--- src/rtl/braille_stream_ctrl_if.sv ---
// Cell stream interface for braille_stream_ctrl.
// Valid/ready: a cell transfers on a rising clock edge where cell_valid and
// cell_ready are both high. The master holds cell_data stable while
// cell_valid is high and the cell has not yet transferred. cell_ready may be
// high without cell_valid.
interface braille_stream_ctrl_if;
   logic       cell_valid;
   logic [5:0] cell_data;
   logic       cell_ready;

   modport master (output cell_valid, output cell_data, input cell_ready);
   modport slave  (input cell_valid, input cell_data, output cell_ready);
endinterface

--- src/rtl/braille_stream_ctrl.sv ---
// braille_stream_ctrl: buffers braille cells in a small FIFO and sequences
// them through an external combinational braille-to-ASCII translator.
// Number-sign and capital-sign prefix cells are consumed here. The space cell
// blanks the display. Every displayed character is held for HOLD_CYCLES
// cycles before the next cell is taken.
// Optional feature macro: BRL_CHAR_CNT_EN adds a saturating 16-bit count of
// display updates on output char_count.
module braille_stream_ctrl #(
   parameter int DEPTH       = 4,
   parameter int HOLD_CYCLES = 8
) (
   input  logic                  clk,
   input  logic                  rst_n,
   braille_stream_ctrl_if.slave  cell_if,
   output logic [5:0]            trl_braille,
   input  logic [6:0]            trl_digit_1,
   input  logic [6:0]            trl_digit_2,
   output logic [6:0]            disp_digit_1,
   output logic [6:0]            disp_digit_2,
   output logic                  disp_valid,
   output logic                  num_mode,
   output logic                  cap_pending,
   output logic                  busy,
   output logic [1:0]            dbg_state
`ifdef BRL_CHAR_CNT_EN
   ,
   output logic [15:0]           char_count
`endif
);

   localparam int AW = $clog2(DEPTH);
   localparam int PW = AW + 1;
   localparam int CW = (HOLD_CYCLES > 1) ? $clog2(HOLD_CYCLES) : 1;
   localparam logic [CW-1:0] HOLD_LAST = CW'(HOLD_CYCLES - 1);

   localparam logic [5:0] CELL_NUM   = 6'b001111;
   localparam logic [5:0] CELL_CAP   = 6'b000001;
   localparam logic [5:0] CELL_SPACE = 6'b000000;

   typedef enum logic [1:0] {
      IDLE   = 2'd0,
      EVAL   = 2'd1,
      SAMPLE = 2'd2,
      HOLD   = 2'd3
   } state_t;

   state_t        state_q, state_d;
   logic [CW-1:0] cnt_q, cnt_d;
   logic [5:0]    cur_q, cur_d;
   logic [6:0]    d1_q, d1_d;
   logic [6:0]    d2_q, d2_d;
   logic          dv_q, dv_d;
   logic          num_q, num_d;
   logic          cap_q, cap_d;

   logic [5:0]    mem_q [DEPTH];
   logic [PW-1:0] wr_ptr_q, rd_ptr_q;
   logic          full, empty, push, pop;

   // The extra pointer bit tells a full FIFO from an empty one when the
   // address bits match.
   assign empty = (wr_ptr_q == rd_ptr_q);
   assign full  = (wr_ptr_q[AW] != rd_ptr_q[AW]) &&
                  (wr_ptr_q[AW-1:0] == rd_ptr_q[AW-1:0]);
   assign push  = cell_if.cell_valid && !full;

   assign cell_if.cell_ready = !full;
   assign trl_braille        = cur_q;
   assign disp_digit_1       = d1_q;
   assign disp_digit_2       = d2_q;
   assign disp_valid         = dv_q;
   assign num_mode           = num_q;
   assign cap_pending        = cap_q;
   assign busy               = (state_q != IDLE);
   assign dbg_state          = state_q;

   // FIFO storage. It needs no reset because the pointers decide what is valid.
   always_ff @(posedge clk) begin
      if (push) begin
         mem_q[wr_ptr_q[AW-1:0]] <= cell_if.cell_data;
      end
   end

   // FIFO pointers. A push and a pop in the same cycle are both applied.
   always_ff @(posedge clk or negedge rst_n) begin
      if (!rst_n) begin
         wr_ptr_q <= '0;
         rd_ptr_q <= '0;
      end else begin
         if (push) wr_ptr_q <= wr_ptr_q + PW'(1);
         if (pop)  rd_ptr_q <= rd_ptr_q + PW'(1);
      end
   end

   // Sequencer next state. SAMPLE is one cycle after EVAL so the translator
   // has a full cycle to settle on the new cur_cell.
   always_comb begin
      state_d = state_q;
      cnt_d   = cnt_q;
      cur_d   = cur_q;
      d1_d    = d1_q;
      d2_d    = d2_q;
      dv_d    = 1'b0;
      num_d   = num_q;
      cap_d   = cap_q;
      pop     = 1'b0;
      case (state_q)
         IDLE: begin
            if (!empty) begin
               pop     = 1'b1;
               cur_d   = mem_q[rd_ptr_q[AW-1:0]];
               state_d = EVAL;
            end
         end
         EVAL: begin
            case (cur_q)
               CELL_NUM: begin
                  num_d   = 1'b1;
                  state_d = IDLE;
               end
               CELL_CAP: begin
                  cap_d   = 1'b1;
                  state_d = IDLE;
               end
               CELL_SPACE: begin
                  num_d   = 1'b0;
                  cap_d   = 1'b0;
                  d1_d    = 7'b0000000;
                  d2_d    = 7'b0000000;
                  dv_d    = 1'b1;
                  state_d = HOLD;
               end
               default: state_d = SAMPLE;
            endcase
         end
         SAMPLE: begin
            d1_d    = trl_digit_1;
            d2_d    = trl_digit_2;
            dv_d    = 1'b1;
            cap_d   = 1'b0;
            state_d = HOLD;
         end
         HOLD: begin
            if (cnt_q == HOLD_LAST) begin
               cnt_d   = '0;
               state_d = IDLE;
            end else begin
               cnt_d = cnt_q + CW'(1);
            end
         end
         default: state_d = IDLE;
      endcase
   end

   // Sequencer, display and indicator registers.
   always_ff @(posedge clk or negedge rst_n) begin
      if (!rst_n) begin
         state_q <= IDLE;
         cnt_q   <= '0;
         cur_q   <= '0;
         d1_q    <= '0;
         d2_q    <= '0;
         dv_q    <= 1'b0;
         num_q   <= 1'b0;
         cap_q   <= 1'b0;
      end else begin
         state_q <= state_d;
         cnt_q   <= cnt_d;
         cur_q   <= cur_d;
         d1_q    <= d1_d;
         d2_q    <= d2_d;
         dv_q    <= dv_d;
         num_q   <= num_d;
         cap_q   <= cap_d;
      end
   end

`ifdef BRL_CHAR_CNT_EN
   logic [15:0] char_cnt_q;

   assign char_count = char_cnt_q;

   // Count display updates. The count saturates at all-ones.
   always_ff @(posedge clk or negedge rst_n) begin
      if (!rst_n) begin
         char_cnt_q <= '0;
      end else if (dv_d && (char_cnt_q != 16'hFFFF)) begin
         char_cnt_q <= char_cnt_q + 16'd1;
      end
   end
`endif

endmodule

--- src/flat_wrapper.sv ---
// flat-port wrapper written by rule: the top's interface ports become plain ports
module braille_stream_ctrl_flat 
#(
   parameter int DEPTH       = 4,
   parameter int HOLD_CYCLES = 8
)
  (clk, rst_n, trl_braille, trl_digit_1, trl_digit_2, disp_digit_1, disp_digit_2, disp_valid, num_mode, cap_pending, busy, dbg_state, cell_if_cell_valid, cell_if_cell_data, cell_if_cell_ready);
  braille_stream_ctrl_if cell_if_i ();
  input  logic clk;
  input  logic rst_n;
  output logic [5:0] trl_braille;
  input  logic [6:0] trl_digit_1;
  input  logic [6:0] trl_digit_2;
  output logic [6:0] disp_digit_1;
  output logic [6:0] disp_digit_2;
  output logic disp_valid;
  output logic num_mode;
  output logic cap_pending;
  output logic busy;
  output logic [1:0] dbg_state;
  input wire logic [$bits(cell_if_i.cell_valid)-1:0] cell_if_cell_valid;
  input wire logic [$bits(cell_if_i.cell_data)-1:0] cell_if_cell_data;
  output wire logic [$bits(cell_if_i.cell_ready)-1:0] cell_if_cell_ready;
  assign cell_if_i.cell_valid = cell_if_cell_valid;
  assign cell_if_i.cell_data = cell_if_cell_data;
  assign cell_if_cell_ready = cell_if_i.cell_ready;
  braille_stream_ctrl #(.DEPTH(DEPTH), .HOLD_CYCLES(HOLD_CYCLES)) u_core (.clk(clk), .rst_n(rst_n), .cell_if(cell_if_i), .trl_braille(trl_braille), .trl_digit_1(trl_digit_1), .trl_digit_2(trl_digit_2), .disp_digit_1(disp_digit_1), .disp_digit_2(disp_digit_2), .disp_valid(disp_valid), .num_mode(num_mode), .cap_pending(cap_pending), .busy(busy), .dbg_state(dbg_state));
endmodule
--- config.mk ---
export PLATFORM = sky130hd
export DESIGN_NAME = braille_stream_ctrl_flat
export DESIGN_NICKNAME = d
export VERILOG_FILES = /design/src/rtl/braille_stream_ctrl_if.sv /design/src/rtl/braille_stream_ctrl.sv /design/src/flat_wrapper.sv
export SDC_FILE = /design/constraint.sdc
export NUM_CORES = 1
export LEC_CHECK = 0
export ABC_CLOCK_PERIOD_IN_PS = 1900
export CELL_PAD_IN_SITES_DETAIL_PLACEMENT = 1
export CELL_PAD_IN_SITES_GLOBAL_PLACEMENT = 2
export CORE_ASPECT_RATIO = 1.1
export CORE_MARGIN = 2
export CORE_UTILIZATION = 32
export CTS_CLUSTER_DIAMETER = 150
export CTS_CLUSTER_SIZE = 25
export DETAILED_ROUTE_END_ITERATION = 7
export PLACE_DENSITY_LB_ADDON = 0.1
export SLEW_MARGIN = 20
export SYNTH_ARGS = -nofsm -noshare
export SYNTH_HDL_FRONTEND = slang
export SYNTH_SLANG_ARGS = --single-unit
--- constraint.sdc ---
create_clock -name clk -period 1.9 [get_ports clk]
set_clock_uncertainty 0.2 [all_clocks]
set_input_delay 0.57 -clock clk [delete_from_list [all_inputs] [get_ports clk]]
set_output_delay 0.57 -clock clk [all_outputs]
set_load 0.01 [all_outputs]
==> impl_metrics.json <==
{
  "fin_crit_ns": 2.05,
  "ctsHoldBuffers": 0,
  "whs_ns": 0.306,
  "setup_slack_ns": -0.150,
  "worst_pin_slew_ns": 0.340,
  "finalSetupViolations": 1,
  "violations": "setup timing",
  "synth.distinct_cells": 32,
  "status": "finished, violations left",
  "slew_violations": 0,
  "grt_use_total_pct": 14.5,
  "max_freq_mhz": 488,
  "max_slew_margin_pct": 77.3,
  "wl_per_cell_um": 17.0,
  "avgSynthCellArea_um2": 16.0,
  "gp_congestion": 0.764,
  "p_per_area_nw_per_um2": 1810,
  "std_cell_rows": 33,
  "end_kind": "primary output",
  "p_leak_nw": 1.59,
  "path_clk_slew_ns": 0.07,
  "dr_wl_met3_um": 179,
  "drt-pass1-iter-count": 3,
  "synthCells": 153,
  "die_width_um": 87.5,
  "n_antenna_cell": 0,
  "nets": 283,
  "drc": 0,
  "yosys_register_bits": 58,
  "drt_wl_total_um": 5790,
  "vias_per_cell": 4.86,
  "crit_family": "flip-flops",
  "hold_viol": 0,
  "grt_pass1_wl_um": 8980,
  "timing.rr.start": "u_core.trl_braille[1]",
  "initial_core_util_pct": 33.0,
  "slowest_stage": "dfrtp_1",
  "antenna_left": 0,
  "overflow": 0,
  "dieArea_um2": 8380,
  "synthToLayoutAreaGrowth_pct": 48.5,
  "clock_latency_ns": 0.33,
  "grt_pass1_vias": 1819,
  "drt-initial-drc-count": 30,
  "period_share_pct": 108,
  "cts_max_level": 3,
  "hold_start": "u_core.disp_digit_1[5]",
  "path_class": "reg2out",
  "syn-cell-area_um2": 2450,
  "wl_met1_um": 2310,
  "die_y_um": 95.8,
  "place_ws_ns": -0.199,
  "cpPeakStageDelay_ns": 0.41,
  "ys_warn_count": 0,
  "cts_sinks": 58,
  "dr_wl_met2_um": 3250,
  "final_area_um2": 3640,
  "vias": 1654,
  "cp_max_fo": 2,
  "rsz0062_at_grt": "true",
  "cp-startpoint": "u_core.wr_ptr_q[2]",
  "ios": 50,
  "cts_root_buffer": "clkbuf_8",
  "routed.top_layer": "met4",
  "cts_tree": "done",
  "finalPower_mw": 6.58,
  "maxCapViolations": 0,
  "dpl.hpwl_um": 4100,
  "core-area_um2": 7430,
  "path_buf_inv": 1,
  "ys_seq_area_share_pct": 64.1,
  "cts_buffers": 9,
  "placed_cell_area_um2": 3230,
  "antenna_found_initial": 0,
  "syn_nets": 188,
  "grt_max_degree": 35,
  "portBuffers": 49,
  "startpoint_type": "flip-flop",
  "drive_gt1_share_pct": 39.5,
  "cp.required_ns": 1.13,
  "cp_cell_sequence": "xnor2_2 -> nand3b_1 -> buf_2",
  "hold_class": "reg2reg",
  "clockBufferDepth": 2,
  "arrival_ns": 1.28,
  "vdd_drop_max_mv": 0.705,
  "n_fill_cell": 739
}
-- power breakdown --
group	internal [mW]	total (mW)	switching (mW)
sequential	1.80	2.07	0.274
clock	0.882	1.40	0.518
combinational	1.74	3.11	1.37
-- synth_stat cells --
master / count / area, um^2
a22o_1: 14 / 123
buf_2: 2 / 10.0
nor4b_4: 1 / 23.8
mux2_2: 12 / 135
nor2_1: 5 / 18.8
nand2_1: 2 / 7.51
buf_4: 2 / 15.0
a21oi_2: 1 / 8.76
xnor2_1: 5 / 43.8
o21a_2: 1 / 8.76
xor2_1: 2 / 17.5
edfxtp_1: 24 / 721
o211ai_1: 1 / 7.51
nand3b_1: 1 / 7.51
nor4_1: 1 / 6.26
mux4_2: 6 / 135
nor2b_1: 1 / 6.26
a41oi_1: 1 / 8.76
dfrtp_1: 34 / 851
buf_6: 1 / 11.3
o21ai_0: 2 / 10.0
nand3_1: 1 / 5.00
a31oi_1: 2 / 12.5
o21a_1: 1 / 7.51
ha_1: 12 / 150
a21oi_1: 1 / 5.00
inv_1: 8 / 30.0
and3_1: 4 / 25.0
a31o_2: 2 / 17.5
nor3b_1: 1 / 7.51
or3_4: 1 / 11.3
nor3_1: 1 / 5.00
-- through the flow --
stage,utilization [%],setup TNS (ns),cells
2_1_floorplan,-,0,153
3_3_place_gp,43.5,-1.25,311
3_5_place_dp,43.5,-3.55,311
4_1_cts,48.1,-0.394,335
5_1_grt,49.0,-0.311,340
6_report,49.0,-0.150,340
-- timing repair --
action	CTS	global route
cloned	1	0
endpoints found under the setup margin	41	30
pin swaps	6	11
buffers inserted	7	6
gates resized for setup	47	18
-- kinds of logic after synthesis --
group                      count (synthesis)  synth area share [%]
DFF                                       58                  64.1
xor gates and xnor gates                   7                  2.50
adders and majority gates                 12                  6.12
buffers and inverters                     13                  2.70
and+or+nand+nor                           19                  5.05
AOI/OAI and AO/OA                         26                  8.52
muxes                                     18                  11.0
-- worst paths after layout --
check,end,slack (ns),cells past startpoint
setup / recovery,cell_if_cell_ready,-0.15,3
hold / removal,u_core.disp_digit_1[5],0.31,1
setup reg to reg,u_core.disp_digit_1[6],0.04,5
hold reg to reg,u_core.disp_digit_1[5],0.31,1
max in group asynchronous,u_core.trl_braille[4],0.89,2
min in group asynchronous,u_core.disp_digit_1[1],0.41,2
-- worst register-to-register path, cell delays in order, from the launching register on --
cell and delay [ns]:
dfrtp_1 0.39, or3_4 0.43, nor4b_4 0.24, buf_4 0.17, a21oi_4 0.06, a22o_1 0.25
-- cells in the final DEF, fill, tap and decap left out, types with 3 or more instances in the layout --
cell type         n
buf_4            36
dfrtp_1          32
edfxtp_1         24
clkdlybuf4s50_1  22
dlygate4sd2_1    21
a22o_1           14
mux2_2           12
ha_1             10
clkbuf_8          9
mux4_2            6
nor2_1            5
inv_1             4
and3_1            4
clkbuf_2          4
inv_2             3
xnor2_2           3
clkinv_4          3
bufinv_16         3
-- cell type report --
class                   instances  area [um^2]  area share, %
clock buffers                   9          124           3.40
multi-input cells              83          913           25.1
repair buffers                 88          762           20.9
inverters                       8         35.0          0.962
flip-flops and latches         58         1570           43.2
well taps                      87          109           2.99
clock inverters                 7          125           3.44
-- state kept, by name (all words and copies together), names as in the netlist, named ones only --
name and count:
u_core.rd_ptr_q 3, u_core.disp_digit_1 7, u_core.dbg_state 1, u_core.disp_digit_2 7
u_core.cnt_q 3, u_core.cap_pending 1, u_core.num_mode 1, u_core.wr_ptr_q 3
u_core.mem_q 24, u_core.disp_valid 1, u_core.trl_braille 6
-- layer usage --
layer,global-route usage [%],vias up
li1,-,770
met3,3.43,6
met2,26.0,30
met4,6.15,0
met5,0,-
met1,16.3,848
Note: power is estimated with default switching activity, not from simulation.
